**src/rtl/box_painter_pkg.sv**
```systemverilog
// -----------------------------------------------------------------------------
// box_painter_pkg
// Shared game package: screen coordinate widths, colour constants, screen
// limits and the packed request record carried through the request queue.
// No ports (package).
// -----------------------------------------------------------------------------
package box_painter_pkg;

   localparam int X_W   = 8;
   localparam int Y_W   = 7;
   localparam int COL_W = 3;

   localparam logic [COL_W-1:0] COL_WHITE = 3'b111;
   localparam logic [COL_W-1:0] COL_BLACK = 3'b000;

   // Last visible column / row of the 160x120 screen.
   localparam int SCR_X_MAX = 159;
   localparam int SCR_Y_MAX = 119;

   // Width of the queue-occupancy debug field exported on the interface.
   localparam int DBG_CNT_W = 8;

   typedef struct packed {
      logic [X_W-1:0]   x;
      logic [Y_W-1:0]   y;
      logic [COL_W-1:0] colour;
   } req_t;

   localparam int REQ_W = $bits(req_t);

endpackage : box_painter_pkg

```
**src/rtl/box_painter_if.sv**
```systemverilog
// -----------------------------------------------------------------------------
// box_painter_if
// Bundles the box request handshake, the VGA pixel outputs, status flags and
// debug observability (FSM state, queue occupancy) of box_painter.
//
// Handshake: a request transfers on every rising clock edge where req_valid
// and req_ready are both high. req_ready depends only on registered queue
// occupancy (and reset), never on req_valid; an upstream stage offering a
// request while req_ready is low must hold req_x/req_y/req_colour stable with
// req_valid high until the transfer happens.
//
// Modports:
//   master : request source / pixel sink (drives req_*)
//   slave  : the painter (drives req_ready, vga_*, plot, busy, box_done, dbg_*)
// -----------------------------------------------------------------------------
interface box_painter_if;
   import box_painter_pkg::*;

   logic                 req_valid;
   logic                 req_ready;
   logic [X_W-1:0]       req_x;
   logic [Y_W-1:0]       req_y;
   logic [COL_W-1:0]     req_colour;

   logic [X_W-1:0]       vga_x;
   logic [Y_W-1:0]       vga_y;
   logic [COL_W-1:0]     vga_colour;
   logic                 plot;
   logic                 busy;
   logic                 box_done;

   logic [1:0]           dbg_state;
   logic [DBG_CNT_W-1:0] dbg_count;

   modport master (
      output req_valid, req_x, req_y, req_colour,
      input  req_ready, vga_x, vga_y, vga_colour, plot, busy, box_done,
             dbg_state, dbg_count
   );

   modport slave (
      input  req_valid, req_x, req_y, req_colour,
      output req_ready, vga_x, vga_y, vga_colour, plot, busy, box_done,
             dbg_state, dbg_count
   );

endinterface : box_painter_if

```
**src/rtl/box_req_fifo.sv**
```systemverilog
// -----------------------------------------------------------------------------
// box_req_fifo
// Synchronous FIFO holding pending box requests.
// Ports:
//   clk, reset  : clock, synchronous active-high reset (empties the queue)
//   i_push      : write i_data (ignored when full)
//   i_data      : entry to write
//   i_pop       : discard head entry (ignored when empty)
//   o_data      : head entry (valid when !o_empty)
//   o_full      : DEPTH entries stored
//   o_empty     : no entries stored
//   o_count     : current occupancy
// DEPTH must be a power of two so the pointers wrap naturally.
// -----------------------------------------------------------------------------
module box_req_fifo #(
   parameter int WIDTH = 18,
   parameter int DEPTH = 4
) (
   input  logic                   clk,
   input  logic                   reset,
   input  logic                   i_push,
   input  logic [WIDTH-1:0]       i_data,
   input  logic                   i_pop,
   output logic [WIDTH-1:0]       o_data,
   output logic                   o_full,
   output logic                   o_empty,
   output logic [$clog2(DEPTH):0] o_count
);

   localparam int AW = $clog2(DEPTH);

   logic [WIDTH-1:0] r_mem [DEPTH];
   logic [AW-1:0]    r_wr_ptr;
   logic [AW-1:0]    r_rd_ptr;
   logic [AW:0]      r_count;

   logic w_push;
   logic w_pop;

   assign w_push  = i_push && !o_full;
   assign w_pop   = i_pop && !o_empty;
   assign o_full  = (r_count == (AW+1)'(DEPTH));
   assign o_empty = (r_count == '0);
   assign o_count = r_count;
   assign o_data  = r_mem[r_rd_ptr];

   // Storage carries no reset; only the pointers and occupancy matter.
   always_ff @(posedge clk) begin
      if (w_push) begin
         r_mem[r_wr_ptr] <= i_data;
      end
   end

   always_ff @(posedge clk) begin
      if (reset) begin
         r_wr_ptr <= '0;
         r_rd_ptr <= '0;
         r_count  <= '0;
      end else begin
         if (w_push) begin
            r_wr_ptr <= r_wr_ptr + 1'b1;
         end
         if (w_pop) begin
            r_rd_ptr <= r_rd_ptr + 1'b1;
         end
         // A simultaneous push and pop leaves the occupancy unchanged.
         case ({w_push, w_pop})
            2'b10:   r_count <= r_count + 1'b1;
            2'b01:   r_count <= r_count - 1'b1;
            default: r_count <= r_count;
         endcase
      end
   end

endmodule : box_req_fifo

```
**src/rtl/box_painter.sv**
```systemverilog
// -----------------------------------------------------------------------------
// box_painter
// Queues box requests (top-left corner + colour) and paints each one as a
// BOX_W x BOX_H filled rectangle, one pixel per clock, in raster order,
// through a VGA adapter write port. Pixels beyond X_MAX/Y_MAX are skipped
// (plot held low) but still consume their cycle.
// Ports:
//   clk    : clock, all logic on the rising edge
//   reset  : synchronous active-high reset
//   bus    : box_painter_if.slave -- request handshake, vga_x/vga_y/vga_colour,
//            plot, busy, box_done, dbg_state (FSM), dbg_count (queue occupancy)
// Timing: a request accepted in cycle t into an idle, empty painter plots its
// first pixel in cycle t+3 and pulses box_done in cycle t+3+BOX_W*BOX_H.
// -----------------------------------------------------------------------------
module box_painter
   import box_painter_pkg::*;
#(
   parameter int BOX_W      = 3,
   parameter int BOX_H      = 3,
   parameter int FIFO_DEPTH = 4,
   parameter int X_MAX      = SCR_X_MAX,
   parameter int Y_MAX      = SCR_Y_MAX
) (
   input  logic       clk,
   input  logic       reset,
   box_painter_if.slave bus
);

   typedef enum logic [1:0] {
      S_IDLE = 2'd0,
      S_LOAD = 2'd1,
      S_DRAW = 2'd2,
      S_DONE = 2'd3
   } state_t;

   localparam int DW    = 3;                      // offsets span 0..7
   localparam int CNT_W = $clog2(FIFO_DEPTH) + 1;

   state_t           r_state;
   req_t             r_req;
   logic [DW-1:0]    r_dx;
   logic [DW-1:0]    r_dy;
   logic [X_W-1:0]   r_vga_x;
   logic [Y_W-1:0]   r_vga_y;
   logic [COL_W-1:0] r_vga_colour;
   logic             r_plot;
   logic             r_box_done;

   logic             w_push;
   logic             w_pop;
   logic [REQ_W-1:0] w_in_data;
   logic [REQ_W-1:0] w_head_data;
   req_t             w_head;
   logic             w_full;
   logic             w_empty;
   logic [CNT_W-1:0] w_count;

   logic             w_last_col;
   logic             w_last_row;
   logic [DW-1:0]    w_nx_dx;
   logic [DW-1:0]    w_nx_dy;
   req_t             w_src;
   logic [DW-1:0]    w_off_x;
   logic [DW-1:0]    w_off_y;
   logic [X_W:0]     w_px;
   logic [Y_W:0]     w_py;
   logic             w_vis;

   // ---------------------------------------------------------------- queue
   assign w_push    = bus.req_valid && bus.req_ready;
   assign w_pop     = (r_state == S_LOAD);
   assign w_in_data = {bus.req_x, bus.req_y, bus.req_colour};
   assign w_head    = req_t'(w_head_data);

   box_req_fifo #(
      .WIDTH (REQ_W),
      .DEPTH (FIFO_DEPTH)
   ) u_fifo (
      .clk     (clk),
      .reset   (reset),
      .i_push  (w_push),
      .i_data  (w_in_data),
      .i_pop   (w_pop),
      .o_data  (w_head_data),
      .o_full  (w_full),
      .o_empty (w_empty),
      .o_count (w_count)
   );

   // --------------------------------------------------------- pixel stepping
   assign w_last_col = (r_dx == DW'(BOX_W - 1));
   assign w_last_row = (r_dy == DW'(BOX_H - 1));
   assign w_nx_dx    = w_last_col ? '0 : r_dx + 1'b1;
   assign w_nx_dy    = w_last_col ? r_dy + 1'b1 : r_dy;

   // Outputs are registered, so the pixel shown in a DRAW cycle is computed
   // one cycle earlier: from the queue head in LOAD (offset 0,0), otherwise
   // from the working request and the next offsets.
   assign w_src   = (r_state == S_LOAD) ? w_head : r_req;
   assign w_off_x = (r_state == S_LOAD) ? '0 : w_nx_dx;
   assign w_off_y = (r_state == S_LOAD) ? '0 : w_nx_dy;

   // One bit wider than the port so a box near the edge never wraps back
   // onto the visible screen.
   assign w_px  = (X_W+1)'(w_src.x) + (X_W+1)'(w_off_x);
   assign w_py  = (Y_W+1)'(w_src.y) + (Y_W+1)'(w_off_y);
   assign w_vis = (w_px <= (X_W+1)'(X_MAX)) && (w_py <= (Y_W+1)'(Y_MAX));

   // ------------------------------------------------------------------ FSM
   always_ff @(posedge clk) begin
      if (reset) begin
         r_state      <= S_IDLE;
         r_req        <= '0;
         r_dx         <= '0;
         r_dy         <= '0;
         r_vga_x      <= '0;
         r_vga_y      <= '0;
         r_vga_colour <= '0;
         r_plot       <= 1'b0;
         r_box_done   <= 1'b0;
      end else begin
         case (r_state)
            S_IDLE: begin
               r_plot     <= 1'b0;
               r_box_done <= 1'b0;
               if (!w_empty) begin
                  r_state <= S_LOAD;
               end
            end
            S_LOAD: begin
               r_req        <= w_head;
               r_dx         <= '0;
               r_dy         <= '0;
               r_vga_x      <= w_px[X_W-1:0];
               r_vga_y      <= w_py[Y_W-1:0];
               r_vga_colour <= w_head.colour;
               r_plot       <= w_vis;
               r_state      <= S_DRAW;
            end
            S_DRAW: begin
               if (w_last_col && w_last_row) begin
                  // vga_* keep the final pixel's values while not drawing.
                  r_plot     <= 1'b0;
                  r_box_done <= 1'b1;
                  r_state    <= S_DONE;
               end else begin
                  r_dx         <= w_nx_dx;
                  r_dy         <= w_nx_dy;
                  r_vga_x      <= w_px[X_W-1:0];
                  r_vga_y      <= w_py[Y_W-1:0];
                  r_vga_colour <= r_req.colour;
                  r_plot       <= w_vis;
               end
            end
            S_DONE: begin
               r_box_done <= 1'b0;
               r_state    <= S_IDLE;
            end
            default: begin
               r_plot     <= 1'b0;
               r_box_done <= 1'b0;
               r_state    <= S_IDLE;
            end
         endcase
      end
   end

   // -------------------------------------------------------------- outputs
   assign bus.req_ready  = !w_full && !reset;
   assign bus.busy       = (r_state != S_IDLE) || !w_empty;
   assign bus.vga_x      = r_vga_x;
   assign bus.vga_y      = r_vga_y;
   assign bus.vga_colour = r_vga_colour;
   assign bus.plot       = r_plot;
   assign bus.box_done   = r_box_done;
   assign bus.dbg_state  = r_state;
   assign bus.dbg_count  = DBG_CNT_W'(w_count);

endmodule : box_painter
```
**src/flat_wrapper.sv**
```systemverilog
// flat-port wrapper written by rule: the top's interface ports become plain ports
module box_painter_flat import box_painter_pkg::*;
#(
   parameter int BOX_W      = 3,
   parameter int BOX_H      = 3,
   parameter int FIFO_DEPTH = 4,
   parameter int X_MAX      = SCR_X_MAX,
   parameter int Y_MAX      = SCR_Y_MAX
)
  (clk, reset, bus_req_valid, bus_req_x, bus_req_y, bus_req_colour, bus_req_ready, bus_vga_x, bus_vga_y, bus_vga_colour, bus_plot, bus_busy, bus_box_done, bus_dbg_state, bus_dbg_count);
  box_painter_if bus_i ();
  input  logic clk;
  input  logic reset;
  input wire logic [$bits(bus_i.req_valid)-1:0] bus_req_valid;
  input wire logic [$bits(bus_i.req_x)-1:0] bus_req_x;
  input wire logic [$bits(bus_i.req_y)-1:0] bus_req_y;
  input wire logic [$bits(bus_i.req_colour)-1:0] bus_req_colour;
  output wire logic [$bits(bus_i.req_ready)-1:0] bus_req_ready;
  output wire logic [$bits(bus_i.vga_x)-1:0] bus_vga_x;
  output wire logic [$bits(bus_i.vga_y)-1:0] bus_vga_y;
  output wire logic [$bits(bus_i.vga_colour)-1:0] bus_vga_colour;
  output wire logic [$bits(bus_i.plot)-1:0] bus_plot;
  output wire logic [$bits(bus_i.busy)-1:0] bus_busy;
  output wire logic [$bits(bus_i.box_done)-1:0] bus_box_done;
  output wire logic [$bits(bus_i.dbg_state)-1:0] bus_dbg_state;
  output wire logic [$bits(bus_i.dbg_count)-1:0] bus_dbg_count;
  assign bus_i.req_valid = bus_req_valid;
  assign bus_i.req_x = bus_req_x;
  assign bus_i.req_y = bus_req_y;
  assign bus_i.req_colour = bus_req_colour;
  assign bus_req_ready = bus_i.req_ready;
  assign bus_vga_x = bus_i.vga_x;
  assign bus_vga_y = bus_i.vga_y;
  assign bus_vga_colour = bus_i.vga_colour;
  assign bus_plot = bus_i.plot;
  assign bus_busy = bus_i.busy;
  assign bus_box_done = bus_i.box_done;
  assign bus_dbg_state = bus_i.dbg_state;
  assign bus_dbg_count = bus_i.dbg_count;
  box_painter #(.BOX_W(BOX_W), .BOX_H(BOX_H), .FIFO_DEPTH(FIFO_DEPTH), .X_MAX(X_MAX), .Y_MAX(Y_MAX)) u_core (.clk(clk), .reset(reset), .bus(bus_i));
endmodule
```
**config.mk**
```make
export PLATFORM = sky130hd
export DESIGN_NAME = box_painter_flat
export DESIGN_NICKNAME = d
export VERILOG_FILES = /design/src/rtl/box_painter_pkg.sv /design/src/rtl/box_painter_if.sv /design/src/rtl/box_req_fifo.sv /design/src/rtl/box_painter.sv /design/src/flat_wrapper.sv
export SDC_FILE = /design/constraint.sdc
export NUM_CORES = 1
export LEC_CHECK = 0
export BUFFER_PORTS_ARGS = -buffer_cell sky130_fd_sc_hd__buf_2
export CAP_MARGIN = 5
export CORE_AREA = 2 2 140 142
export DETAILED_ROUTE_END_ITERATION = 8
export DIE_AREA = 0 0 142 144
export PLACE_DENSITY_LB_ADDON = 0.1
export SLEW_MARGIN = 5
export SYNTH_ARGS = -nofsm -noshare
export SYNTH_HDL_FRONTEND = slang
export SYNTH_SLANG_ARGS = --single-unit
```
**constraint.sdc**
```tcl
create_clock -name clk -period 7.6 [get_ports clk]
set_clock_uncertainty 0.15 [all_clocks]
set_input_delay 0.38 -clock clk [delete_from_list [all_inputs] [get_ports clk]]
set_output_delay 0.38 -clock clk [all_outputs]
set_load 0.03 [all_outputs]
```
======== Yosys cells after proc, flatten, opt, wreduce, memory -nomap -nowiden ========
Memories as Yosys holds them, arrays and structs flattened. A register that Yosys moved wholly into a read port is not among the register bits.
Cells that the tools add are included.
operators by class
  order comparisons ....................... 2
  reduce and logical (&&, ||, !) cells .... 21
  $add $sub $neg .......................... 8
  equality and inequality tests ........... 11
  multiplexer cells ....................... 27
operators by type and width
  operator               number
  $pmux W3 S2            4
  $mux W3                7
  $mux W18               1
  $pmux W8 S2            1
  $pmux W7 S2            1
  $add A3 B1 Y3 const B  3
  $add A8 B3 Y9          1
  $le A9 B8 Y1 const B   1
  $add A7 B3 Y8          1
  $le A8 B7 Y1 const B   1
  $mux W2                4
  $mux W8                1
  $pmux W2 S4            1
  $reduce_bool A2 Y1     4
  $mux W7                1
  $eq A2 B2 Y1 const B   3
  $eq A3 B2 Y1 const B   2
  $logic_and A1 B1 Y1    6
  $reduce_and A2 Y1      3
  $add A2 B1 Y2 const B  2
  $eq A2 B1 Y1 const B   2
  $mux W1                4
  $ne A2 B2 Y1 const B   2
  $eq A3 B3 Y1 const B   1
  10 further kinds       12
storage, ports and cells
  register bits after elaboration ......... 53
  memories kept ........................... 1
  bits of input ports ..................... 21
  bits in writable memories ............... 72
  word-level logic and storage cells ...... 84
memory list
  name                 words  width  rd ports  clocked after Yosys merged registers in  write ports  line                source
  u_core.u_fifo.r_mem  4      18     1         1                                        1            box_req_fifo.sv:32  logic [WIDTH-1:0] r_mem [DEPTH];

======== Logic depth before layout (Yosys ltp) ========
  depth after elaboration ................. 8
  gate-level depth with buffers ........... 13
  depth with buffers taken out ............ 10

======== By module ========
From an unflattened synthesis, not the netlist that was laid out.
second synthesis, totals
  cells, all modules ...................... 442
  area, all modules ....................... 5626.6 um^2
modules (own cells, without submodules)
  module        area each (um^2)  times used  seq. area each (um^2)  cells each
  box_req_fifo  3114.2            1           2342.2                 148
  box_painter   2512.4            1           920.9                  294

======== Worst setup path before layout ========
No wires, ideal clock.
  kind .................................... reg2reg
  start ................................... register u_core.r_state[0], in the netlist u_core.bus.dbg_state[0]
  end ..................................... register u_core.r_plot, in the netlist u_core.bus.plot
  arrival ................................. 3.062 ns
  stages on the path, launching flop included .. 11
  path slack .............................. 4.254 ns
  period minus slack after synthesis ...... 3.346 ns
  data required time ...................... 7.316 ns
  path through ............................ dfxtp_1 > ha_1 > buf_2 > buf_2 > mux2_2 > ha_1 > fa_1 > a21oi_1 > nand4_1 > a211oi_1 > nor4_2
RTL lines
  element                 line                source
  start, declared         box_painter.sv:39   state_t r_state;
  start signal, assigned  box_painter.sv:112  r_state <= S_IDLE;
  start signal, assigned  box_painter.sv:127  r_state <= S_LOAD;
  start signal, assigned  box_painter.sv:138  r_state <= S_DRAW;
  end signal, assigned    box_painter.sv:137  r_plot <= w_vis;
  end signal, assigned    box_painter.sv:152  r_plot <= w_vis;
  end, declared           box_painter.sv:46   logic r_plot;

==> results_dict.tcl <==
set metrics [dict create \
    fillers 1845 \
    dp_slack_ns 4.09 \
    wl_per_cell_um 17.1 \
    yosys_warnings 0 \
    place.port_buffers 47 \
    die_h_um 144 \
    cts_tree "done" \
    initial_core_util 0.295 \
    dr.first_iter.drc_count 232 \
    setup.worst_path.end_class "flop" \
    timing.slew.headroom 0.245 \
    cts_setup_buffers 0 \
    synth.distinct_cells 68 \
    path_clk_slew_ns 0.06 \
    ys_ff_latch 127 \
    drt-total-wl_um 12900 \
    drtPass1Iterations 4 \
    cts_root_buf "clkbuf_16" \
    critPathKind "flop to flop" \
    insertion_delay_ns 0.41 \
    yosys.area_share.adder 0.0485 \
    cts-buffers-inserted 17 \
    vias 3563 \
    fin_tns_setup_ns 0 \
    cts.sink_count 127 \
    hold_viol 0 \
    antenna_cells 0 \
    cp.arrival_ns 3.65 \
    place_inst 719 \
    synthFlopType "edfxtp_1" \
    synth_edf_count 72 \
    clock_path_buffers 2 \
    leakagePower_nw 2.40 \
    power_density_nw_per_um2 340 \
    drc_errors 0 \
    dieWidth_um 142 \
    avgSynthCellArea_sq_um 12.5 \
    final_cell_mix "72 x edfxtp_1, 55 x dfxtp_1, 47 x buf_2, 42 x nor2_1, 33 x nand2_1" \
    final_common_cell "edfxtp_1" \
    vdd.ir_drop.worst_v 0.000135 \
    postCtsHoldBufs 0 \
    dpl.hpwl_um 8640 \
    place.gp.congestion 0.772 \
    grt_max_degree 45 \
    core_area_sq_um 19100 \
    ant_nets 0 \
    holdWs_ns 0.0301 \
    setup_viol 0 \
    worstHoldPathType "primary input to flop" \
    boundaryPins 53 \
    report.final.slew_viol_count 0 \
    muxShareOfSynthArea 0.0934 \
    fp-row-count 51 \
    period_needed_ns 3.52 \
    place_area_sq_um 6080 \
    fin_nets 541 \
    instances_no_fill 751 \
    ys_seq_area_frac 0.580 \
    track_usage 0.134 \
    rsz0062_at_grt "false" \
    start_kind "flop" \
    stdcell_area_sq_um 6680 \
    drive_gt1_frac 0.226 \
    crit_fanout 15 \
    antenna_found_initial 0 \
    via_per_inst 4.74 \
    die_area_sq_um 20400 \
    synth_top_family_by_area "simple AND/OR/NAND/NOR gates" \
    syn_area_sq_um 5620 \
    fmaxAchievable_mhz 284 \
    grt_pass1_vias 3523 \
    syn_to_final_growth_pct 18.7 \
    cts.htree.levels 4 \
    critPathRequiredTime_ns 7.74 \
    maxCapViolations 0 \
    synthCells 449 \
    fin_crit_sh 0.463 \
    grt_pass1_wl_um 20200 \
    cts_resized 0 \
    async_reset_ff_frac 0 \
    synthSimpleGateAreaFrac 0.117 \
    finalPower_mw 2.27 \
    tightest_slew_ns 1.13 \
    setup_ws_ns 4.08 \
    status "complete, no violations" \
    final_util 0.350 \
    synthXorXnorAreaFrac 0.0234 \
    grt.overflow.total 0 \
    synth_compound_area_frac 0.103 \
]
-- registers in the layout, indices dropped and copies added, names as in the netlist, named ones only --
register and cells:
u_core.bus.box_done 1, u_core.bus.dbg_state 2, u_core.bus.plot 1, u_core.bus.vga_colour 3
u_core.bus.vga_x 8, u_core.bus.vga_y 7, u_core.r_dx 3, u_core.r_dy 3
u_core.r_req 18, u_core.u_fifo.o_count 3, u_core.u_fifo.r_mem 72, u_core.u_fifo.r_rd_ptr 2
u_core.u_fifo.r_wr_ptr 2
-- worst paths after layout --
kind	to	slack, ns	depth (start not counted)	startpoint
worst max-delay path	u_core.bus.plot	4.08	9	flop
worst min-delay path	u_core.u_fifo.r_mem[1][12]	0.03	1	bus_req_x[2]
worst max register to register	u_core.bus.plot	4.08	9	flop
worst min register to register	u_core.bus.vga_x[5]	0.31	2	u_core.bus.vga_x[5]
-- worst max-delay path, stage by stage (launching register included) --
cell and delay, ns:
dfxtp_1 0.63, buf_4 0.35, mux4_2 0.32, mux2_2 0.28
ha_1 0.21, fa_1 0.41, a21oi_1 0.47, nand4_1 0.17
a211oi_1 0.33, nor4_2 0.08
-- cell usage after synthesis, drive strengths merged (5+ instances only) --
cell    instances  area share
nor2           42       0.028
buf            15       0.019
xnor2           9       0.014
clkbuf         10      0.0067
mux2i          18       0.033
a211oi          7       0.010
edfxtp         72        0.38
and3            5      0.0056
a311oi          5      0.0078
nor3            7      0.0071
inv            12      0.0080
nor2b           5      0.0056
o21ai          10      0.0089
nand3           8      0.0071
nand2b          9       0.010
mux4           11       0.045
a21oi          23       0.020
ha             17       0.038
xor2            6      0.0093
and2            8      0.0089
mux2            8       0.016
nand2          34       0.023
dfxtp          55        0.20
-- where the power goes --
group	switching, mW	leakage (nW)	internal (mW)
logic	0.397	1.02	0.209
clock network	0.303	0.276	0.515
registers	0.0420	1.10	0.803
total	0.742	2.40	1.53
-- per-layer routing --
metal | wire length (um) | global-route usage | up-vias | part of all wire
li1 | - | - | 1758 | -
met1 | 6120 | 0.173 | 1736 | 0.48
met2 | 6200 | 0.220 | 61 | 0.48
met3 | 406 | 0.0374 | 8 | 0.032
met4 | 127 | 0.0411 | 0 | 0.0099
met5 | 0 | 0 | - | 0
-- cell type report --
cell class	instances	area, sq um	area share
inverters	13	48.8	0.00731
clock buffers	18	429	0.0643
flip-flops and latches	127	3260	0.489
well taps	238	298	0.0446
multi-input cells	288	2190	0.328
repair buffers	53	280	0.0420
clock inverters	14	168	0.0251
-- cell families (layout without fill, tap and decap cells) --
group / count (synthesis) / in the layout
xor+xnor: 15 / 15
other cells: 1 / 5
mux: 37 / 37
compound gates: 78 / 78
buf+inv: 38 / 98
fa+ha+maj: 20 / 20
simple gates: 133 / 133
flops: 127 / 127
Power figures use the tool's default switching activity.
